### src/rtl/mac_pkg.sv
// Shared widths, accumulator mode and clamp-value helpers for the MAC pipeline.
package mac_pkg;

   localparam int DEF_A_W   = 16;
   localparam int DEF_B_W   = 16;
   localparam int DEF_ACC_W = 40;

   typedef enum logic {MAC_UNS = 1'b0, MAC_SGN = 1'b1} mac_mode_e;

   typedef struct packed {
      logic      load;
      mac_mode_e mode;
   } mac_ctrl_t;

   // Clamp values are returned 64 bits wide; callers keep the low acc_w bits.
   function automatic logic [63:0] sat_max(input int acc_w, input logic sgn);
      logic [63:0] v;
      v = '0;
      for (int i = 0; i < 64; i++)
         if (i < (sgn ? acc_w - 1 : acc_w)) v[i] = 1'b1;
      return v;
   endfunction

   function automatic logic [63:0] sat_min(input int acc_w, input logic sgn);
      logic [63:0] v;
      v = '0;
      for (int i = 0; i < 64; i++)
         if (sgn && i == acc_w - 1) v[i] = 1'b1;
      return v;
   endfunction

endpackage

### src/rtl/mac_pipe_if.sv
// Sample stream into the MAC and the product/accumulator stream out of it.
interface mac_pipe_if #(
   parameter int A_W   = 16,
   parameter int B_W   = 16,
   parameter int ACC_W = 40
);
   logic                 ce;
   logic                 in_valid;
   logic [A_W-1:0]       a;
   logic [B_W-1:0]       b;
   logic                 a_signed;
   logic                 b_signed;
   logic                 acc_load;
   logic                 ovf_clr;
   logic                 out_valid;
   logic [A_W+B_W-1:0]   prod;
   logic [ACC_W-1:0]     acc;
   logic                 ovf;

   modport master (
      output ce, in_valid, a, b, a_signed, b_signed, acc_load, ovf_clr,
      input  out_valid, prod, acc, ovf
   );

   modport slave (
      input  ce, in_valid, a, b, a_signed, b_signed, acc_load, ovf_clr,
      output out_valid, prod, acc, ovf
   );
endinterface

### src/rtl/mac_mult_core.sv
// Operand register plus product register; the one-bit-wider operands make every
// signed/unsigned mix an ordinary signed multiply.
module mac_mult_core #(
   parameter int A_W = 16,
   parameter int B_W = 16
) (
   input  logic                 clk,
   input  logic                 reset_n,
   input  logic                 ce,
   input  logic [A_W-1:0]       a,
   input  logic [B_W-1:0]       b,
   input  logic                 a_signed,
   input  logic                 b_signed,
   output logic [A_W+B_W-1:0]   p
);
   localparam int P_W = A_W + B_W;

   logic [A_W:0]   a_x;
   logic [B_W:0]   b_x;
   logic [P_W-1:0] a_e, b_e, p_t;

   // Truncating to P_W bits is exact, so the product is formed modulo 2^P_W.
   assign a_e = {{(B_W-1){a_x[A_W]}}, a_x};
   assign b_e = {{(A_W-1){b_x[B_W]}}, b_x};
   assign p_t = a_e * b_e;

   always_ff @(posedge clk or negedge reset_n) begin
      if (!reset_n) begin
         a_x <= '0;
         b_x <= '0;
         p   <= '0;
      end else if (ce) begin
         a_x <= {a[A_W-1] & a_signed, a};
         b_x <= {b[B_W-1] & b_signed, b};
         p   <= p_t;
      end
   end
endmodule

### src/rtl/mac_pipe.sv
// Three-stage multiply-accumulate: S1/S2 in mac_mult_core, S3 accumulate with
// optional saturation and a sticky overflow flag.
module mac_pipe
   import mac_pkg::*;
#(
   parameter int A_W   = DEF_A_W,
   parameter int B_W   = DEF_B_W,
   parameter int ACC_W = DEF_ACC_W,
   parameter int SAT   = 1
) (
   input logic       clk,
   input logic       reset_n,
   mac_pipe_if.slave bus
);
   localparam int P_W    = A_W + B_W;
   localparam int STAGES = 2;
   localparam logic [63:0] SMAX_W = sat_max(ACC_W, 1'b1);
   localparam logic [63:0] SMIN_W = sat_min(ACC_W, 1'b1);
   localparam logic [63:0] UMAX_W = sat_max(ACC_W, 1'b0);

   logic [STAGES:0]  vld_pipe;
   mac_ctrl_t [1:0]  ctrl_pipe;
   mac_ctrl_t        ctrl_in;
   logic [P_W-1:0]   p2, prod_q;
   logic [ACC_W-1:0] acc_q, p_ext, sat_val, acc_nxt;
   logic [ACC_W:0]   sum;
   logic             sgn3, ovf_det, ovf_set, ovf_q;

   always_comb begin
      ctrl_in      = '0;
      ctrl_in.load = bus.acc_load;
      ctrl_in.mode = (bus.a_signed | bus.b_signed) ? MAC_SGN : MAC_UNS;
   end

   mac_mult_core #(.A_W(A_W), .B_W(B_W)) u_mult (
      .clk      (clk),
      .reset_n  (reset_n),
      .ce       (bus.ce),
      .a        (bus.a),
      .b        (bus.b),
      .a_signed (bus.a_signed),
      .b_signed (bus.b_signed),
      .p        (p2)
   );

   // The mode travelling with the sample decides both extension and overflow rule.
   always_comb begin
      sgn3  = (ctrl_pipe[1].mode == MAC_SGN);
      p_ext = sgn3 ? {{(ACC_W-P_W){p2[P_W-1]}}, p2} : {{(ACC_W-P_W){1'b0}}, p2};
      sum   = {1'b0, acc_q} + {1'b0, p_ext};
      if (sgn3) begin
         ovf_det = (acc_q[ACC_W-1] == p_ext[ACC_W-1]) && (sum[ACC_W-1] != acc_q[ACC_W-1]);
         sat_val = acc_q[ACC_W-1] ? SMIN_W[ACC_W-1:0] : SMAX_W[ACC_W-1:0];
      end else begin
         ovf_det = sum[ACC_W];
         sat_val = UMAX_W[ACC_W-1:0];
      end
      if (ctrl_pipe[1].load)
         acc_nxt = p_ext;
      else if (ovf_det && SAT != 0)
         acc_nxt = sat_val;
      else
         acc_nxt = sum[ACC_W-1:0];
   end

   assign ovf_set = bus.ce & vld_pipe[1] & ~ctrl_pipe[1].load & ovf_det;

   always_ff @(posedge clk or negedge reset_n) begin
      if (!reset_n) begin
         vld_pipe  <= '0;
         ctrl_pipe <= '0;
         prod_q    <= '0;
         acc_q     <= '0;
      end else if (bus.ce) begin
         vld_pipe     <= {vld_pipe[STAGES-1:0], bus.in_valid};
         ctrl_pipe[0] <= ctrl_in;
         ctrl_pipe[1] <= ctrl_pipe[0];
         if (vld_pipe[1]) begin
            prod_q <= p2;
            acc_q  <= acc_nxt;
         end
      end
   end

   // Clear works even while stalled; a same-cycle overflow keeps the flag set.
   always_ff @(posedge clk or negedge reset_n) begin
      if (!reset_n)         ovf_q <= 1'b0;
      else if (ovf_set)     ovf_q <= 1'b1;
      else if (bus.ovf_clr) ovf_q <= 1'b0;
   end

   assign bus.out_valid = vld_pipe[STAGES];
   assign bus.prod      = prod_q;
   assign bus.acc       = acc_q;
   assign bus.ovf       = ovf_q;
endmodule

### src/flat_wrapper.sv
// flat-port wrapper written by rule: the top's interface ports become plain ports
module mac_pipe_flat import mac_pkg::*;
#(
   parameter int A_W   = DEF_A_W,
   parameter int B_W   = DEF_B_W,
   parameter int ACC_W = DEF_ACC_W,
   parameter int SAT   = 1
)
  (clk, reset_n, bus_ce, bus_in_valid, bus_a, bus_b, bus_a_signed, bus_b_signed, bus_acc_load, bus_ovf_clr, bus_out_valid, bus_prod, bus_acc, bus_ovf);
  mac_pipe_if #(.A_W(A_W), .B_W(B_W), .ACC_W(ACC_W)) bus_i ();
  input logic clk;
  input logic reset_n;
  input wire logic [$bits(bus_i.ce)-1:0] bus_ce;
  input wire logic [$bits(bus_i.in_valid)-1:0] bus_in_valid;
  input wire logic [$bits(bus_i.a)-1:0] bus_a;
  input wire logic [$bits(bus_i.b)-1:0] bus_b;
  input wire logic [$bits(bus_i.a_signed)-1:0] bus_a_signed;
  input wire logic [$bits(bus_i.b_signed)-1:0] bus_b_signed;
  input wire logic [$bits(bus_i.acc_load)-1:0] bus_acc_load;
  input wire logic [$bits(bus_i.ovf_clr)-1:0] bus_ovf_clr;
  output wire logic [$bits(bus_i.out_valid)-1:0] bus_out_valid;
  output wire logic [$bits(bus_i.prod)-1:0] bus_prod;
  output wire logic [$bits(bus_i.acc)-1:0] bus_acc;
  output wire logic [$bits(bus_i.ovf)-1:0] bus_ovf;
  assign bus_i.ce = bus_ce;
  assign bus_i.in_valid = bus_in_valid;
  assign bus_i.a = bus_a;
  assign bus_i.b = bus_b;
  assign bus_i.a_signed = bus_a_signed;
  assign bus_i.b_signed = bus_b_signed;
  assign bus_i.acc_load = bus_acc_load;
  assign bus_i.ovf_clr = bus_ovf_clr;
  assign bus_out_valid = bus_i.out_valid;
  assign bus_prod = bus_i.prod;
  assign bus_acc = bus_i.acc;
  assign bus_ovf = bus_i.ovf;
  mac_pipe #(.A_W(A_W), .B_W(B_W), .ACC_W(ACC_W), .SAT(SAT)) u_core (.clk(clk), .reset_n(reset_n), .bus(bus_i));
endmodule
### config.mk
export PLATFORM = sky130hd
export DESIGN_NAME = mac_pipe_flat
export DESIGN_NICKNAME = d
export VERILOG_FILES = /design/src/rtl/mac_pkg.sv /design/src/rtl/mac_pipe_if.sv /design/src/rtl/mac_mult_core.sv /design/src/rtl/mac_pipe.sv /design/src/flat_wrapper.sv
export SDC_FILE = /design/constraint.sdc
export NUM_CORES = 1
export LEC_CHECK = 0
export BUFFER_PORTS_ARGS = -buffer_cell sky130_fd_sc_hd__buf_4
export CAP_MARGIN = 10
export CORE_MARGIN = 5
export CORE_UTILIZATION = 23
export CTS_BUF_LIST = sky130_fd_sc_hd__clkbuf_4
export DETAILED_ROUTE_END_ITERATION = 10
export PLACE_DENSITY_LB_ADDON = 0.3
export SYNTH_ARGS = -nofsm -noshare
export SYNTH_HDL_FRONTEND = slang
export SYNTH_SLANG_ARGS = --single-unit
### constraint.sdc
create_clock -name clk -period 5.88 [get_ports clk]
set_clock_uncertainty 0.15 [all_clocks]
set_input_delay 0.294 -clock clk [delete_from_list [all_inputs] [get_ports clk]]
set_output_delay 0.294 -clock clk [all_outputs]
set_load 0.02 [all_outputs]
==> flow_summary.yaml <==
logic_synthesis:
  synth_area_per_cell_um2: 9.44
  synth_seq_cells: 146
  synthFlopType: "dfrtp_1"
  synth_seq_area_share_pct: 19.8
  synth_cell_types: 75
  syn_inst: 1952
  synthesis.area_um2: 18400
  yosys_warnings: 0
  syn-num-nets: 2397
  synth_enable_flop_cells: 0
  async_flop_share_pct: 100
global_route:
  grt_pass1_wl_um: 88700
  grt_usage_pct: 13.0
  grt-ovfl-total: 0
  antenna_found_initial: 4
  grt_max_degree: 93
  grt_pass1_vias: 15500
sta:
  rsz0062_at_grt: "true"
  tightest_slew_ns: 1.09
  min_period_ns: 6.18
  setup_slack_ns: -0.303
  whs_ns: 0.0552
  final-setup-viol-count: 11
  hold_viol: 0
  slew_viol_final: 0
  fin_crit_sh_pct: 105
  slew_headroom_pct: 27.3
  max_freq_mhz: 162
route:
  vias: 14200
  wl_met2_um: 26200
  viasPerCell: 4.30
  drc: 0
  drt-wirelength-per-cell_um: 16.5
  drt-total-wl_um: 54500
  highest_layer: "met4"
  routed-wl-met3_um: 2070
  wl_met1_um: 25600
  dr.pass1.iters: 5
  ant_nets: 0
  drtIter0Drc: 614
worst_setup_path:
  cp_max_fo: 5
  start_kind: "register"
  required_ns: 6.36
  end_kind: "register"
  arrival_ns: 6.67
  crit_type: "register to register"
  path_common_cell: "fa_1"
  crit_chain: "buf_4 > and2_1 > fa_2 > inv_2 > fa_1 > inv_1 > fa_1 > fa_1 > fa_1 > inv_1 > fa_1 > inv_1 > ha_4 > a21oi_2 > nor3b_4 > o21a_1 > nor2_1 > a31o_2 > a311o_1 > a31oi_1 > xnor2_1 > mux2_4"
  path_buf_inv: 5
  max_stage_delay_ns: 0.64
  cp_slowest_cell: "fa_2"
  crit_family: "adder cells"
clock_network:
  cts-root-buf: "clkbuf_4"
  cts.sink_count: 146
  cts_inserted_buffers: 17
  path_clk_slew_ns: 0.18
  cts_tree: "yes"
  clk_latency_ns: 0.74
  h-tree-depth: 4
  cts_buffer_depth: 2
floorplan:
  die_area_um2: 85900
  chipWidth_um: 293
  io_pins: 114
  start_util_pct: 23.2
  fp.dieH_um: 293
  coreArea_um2: 79300
  rows: 103
final_layout:
  syn2layout_area_growth_pct: 24.7
  layout-drive-gt1-share_pct: 22.9
  final_common_cell: "inv_1"
  nets: 2677
  layout_common_cells: "inv_1 (299), buf_4 (283), fa_1 (273)"
place:
  dp_hpwl_um: 44400
  place.gp.congestion: 0.847
  io_buffers: 113
run_status:
  violations: "negative setup slack"
  status: "complete, but fails checks"
min_path:
  hold_class: "input port to asynchronous set/reset pin"
job:
  cap_violations: 0
==> cells in the mapped netlist, types with 17 or more instances <==
| cell | instances | area, µm² |
|---|---|---|
| mux2_2 | 63 | 709 |
| nand2b_1 | 18 | 113 |
| xor2_1 | 17 | 149 |
| ha_1 | 122 | 1530 |
| inv_1 | 309 | 1160 |
| dfrtp_1 | 146 | 3650 |
| o21ai_0 | 72 | 360 |
| clkbuf_1 | 75 | 282 |
| xnor2_1 | 55 | 482 |
| nor2_1 | 58 | 218 |
| fa_1 | 283 | 5670 |
| and2_1 | 153 | 957 |
| a21oi_1 | 86 | 430 |
| nand2_1 | 279 | 1050 |
| or3_1 | 32 | 200 |
| a21o_1 | 29 | 218 |
==> cell families after synthesis <==
logic type      synth area share (%)
simple gates                    15.6
fa+ha+maj                       39.0
mux                             3.96
xor+xnor                        3.51
compound gates                  9.89
flops                           19.8
buf+inv                         8.14
==> what timing repair did <==
action / CTS / global route
gates cloned: 0 / 0
resized for setup: 58 / 35
setup endpoints to repair: 14 / 18
buffers inserted: 19 / 14
pin swaps: 38 / 47
hold buffers: 41 / 0
endpoints found under the hold margin: 151 / 0
==> through the flow <==
step	instance area, µm²	setup WS (ns)	setup TNS (ns)	std cells	utilization, %
2_1_floorplan	18700	-0.0446	-0.146	1952	-
3_3_place_gp	21600	-0.373	-2.69	3190	27.3
3_5_place_dp	21600	-0.486	-3.71	3190	27.3
4_1_cts	22800	-0.310	-1.79	3282	28.7
5_1_grt	23000	-0.520	-4.85	3301	29.0
6_report	23000	-0.303	-1.84	3302	29.0
==> layer usage <==
layer | vias to the layer above | track usage [%]
li1 | 6729 | -
met2 | 242 | 21.9
met4 | 0 | 2.92
met3 | 42 | 2.03
met1 | 7195 | 17.6
met5 | - | 0
==> path summary, 6_finish.rpt <==
| check | slack (ns) | endpoint | cells past startpoint | startpoint |
|---|---|---|---|---|
| max in group asynchronous | 4.15 | u_core.bus.acc[12] | 3 | reset_n |
| worst min-delay path | 0.06 | u_core.bus.prod[4] | 2 | reset_n |
| worst min register to register | 0.35 | u_core.bus.prod[4] | 2 | u_core.bus.prod[4] |
| worst max register to register | -0.30 | u_core.u_mult.p[31] | 22 | u_core.u_mult.b_x[4] |
| worst max-delay path | -0.30 | u_core.u_mult.p[31] | 22 | u_core.u_mult.b_x[4] |
| min in group clk | 0.14 | u_core.bus.ovf | 3 | bus_ovf_clr |
==> area by class of cell <==
cell class / instances / area (µm²)
Timing Repair Buffer: 345 / 2850
Tap cell: 1050 / 1310
Multi-Input combinational cell: 1413 / 13600
Clock buffer: 17 / 128
Fill cell: 8448 / 56300
Inverter: 309 / 1160
Antenna cell: 7 / 17.5
Sequential cell: 146 / 3680
Clock inverter: 15 / 218
==> state kept, by name (all words and copies together) (netlist names), 3 cells and up <==
name               count
u_core.bus.acc        40
u_core.bus.prod       32
u_core.u_mult.a_x     17
u_core.ctrl_pipe       3
u_core.vld_pipe        3
u_core.u_mult.b_x     17
u_core.u_mult.p       32
Power is not shown: default switching activity piles up to over one toggle a cycle in this logic, so the estimate is an artifact.
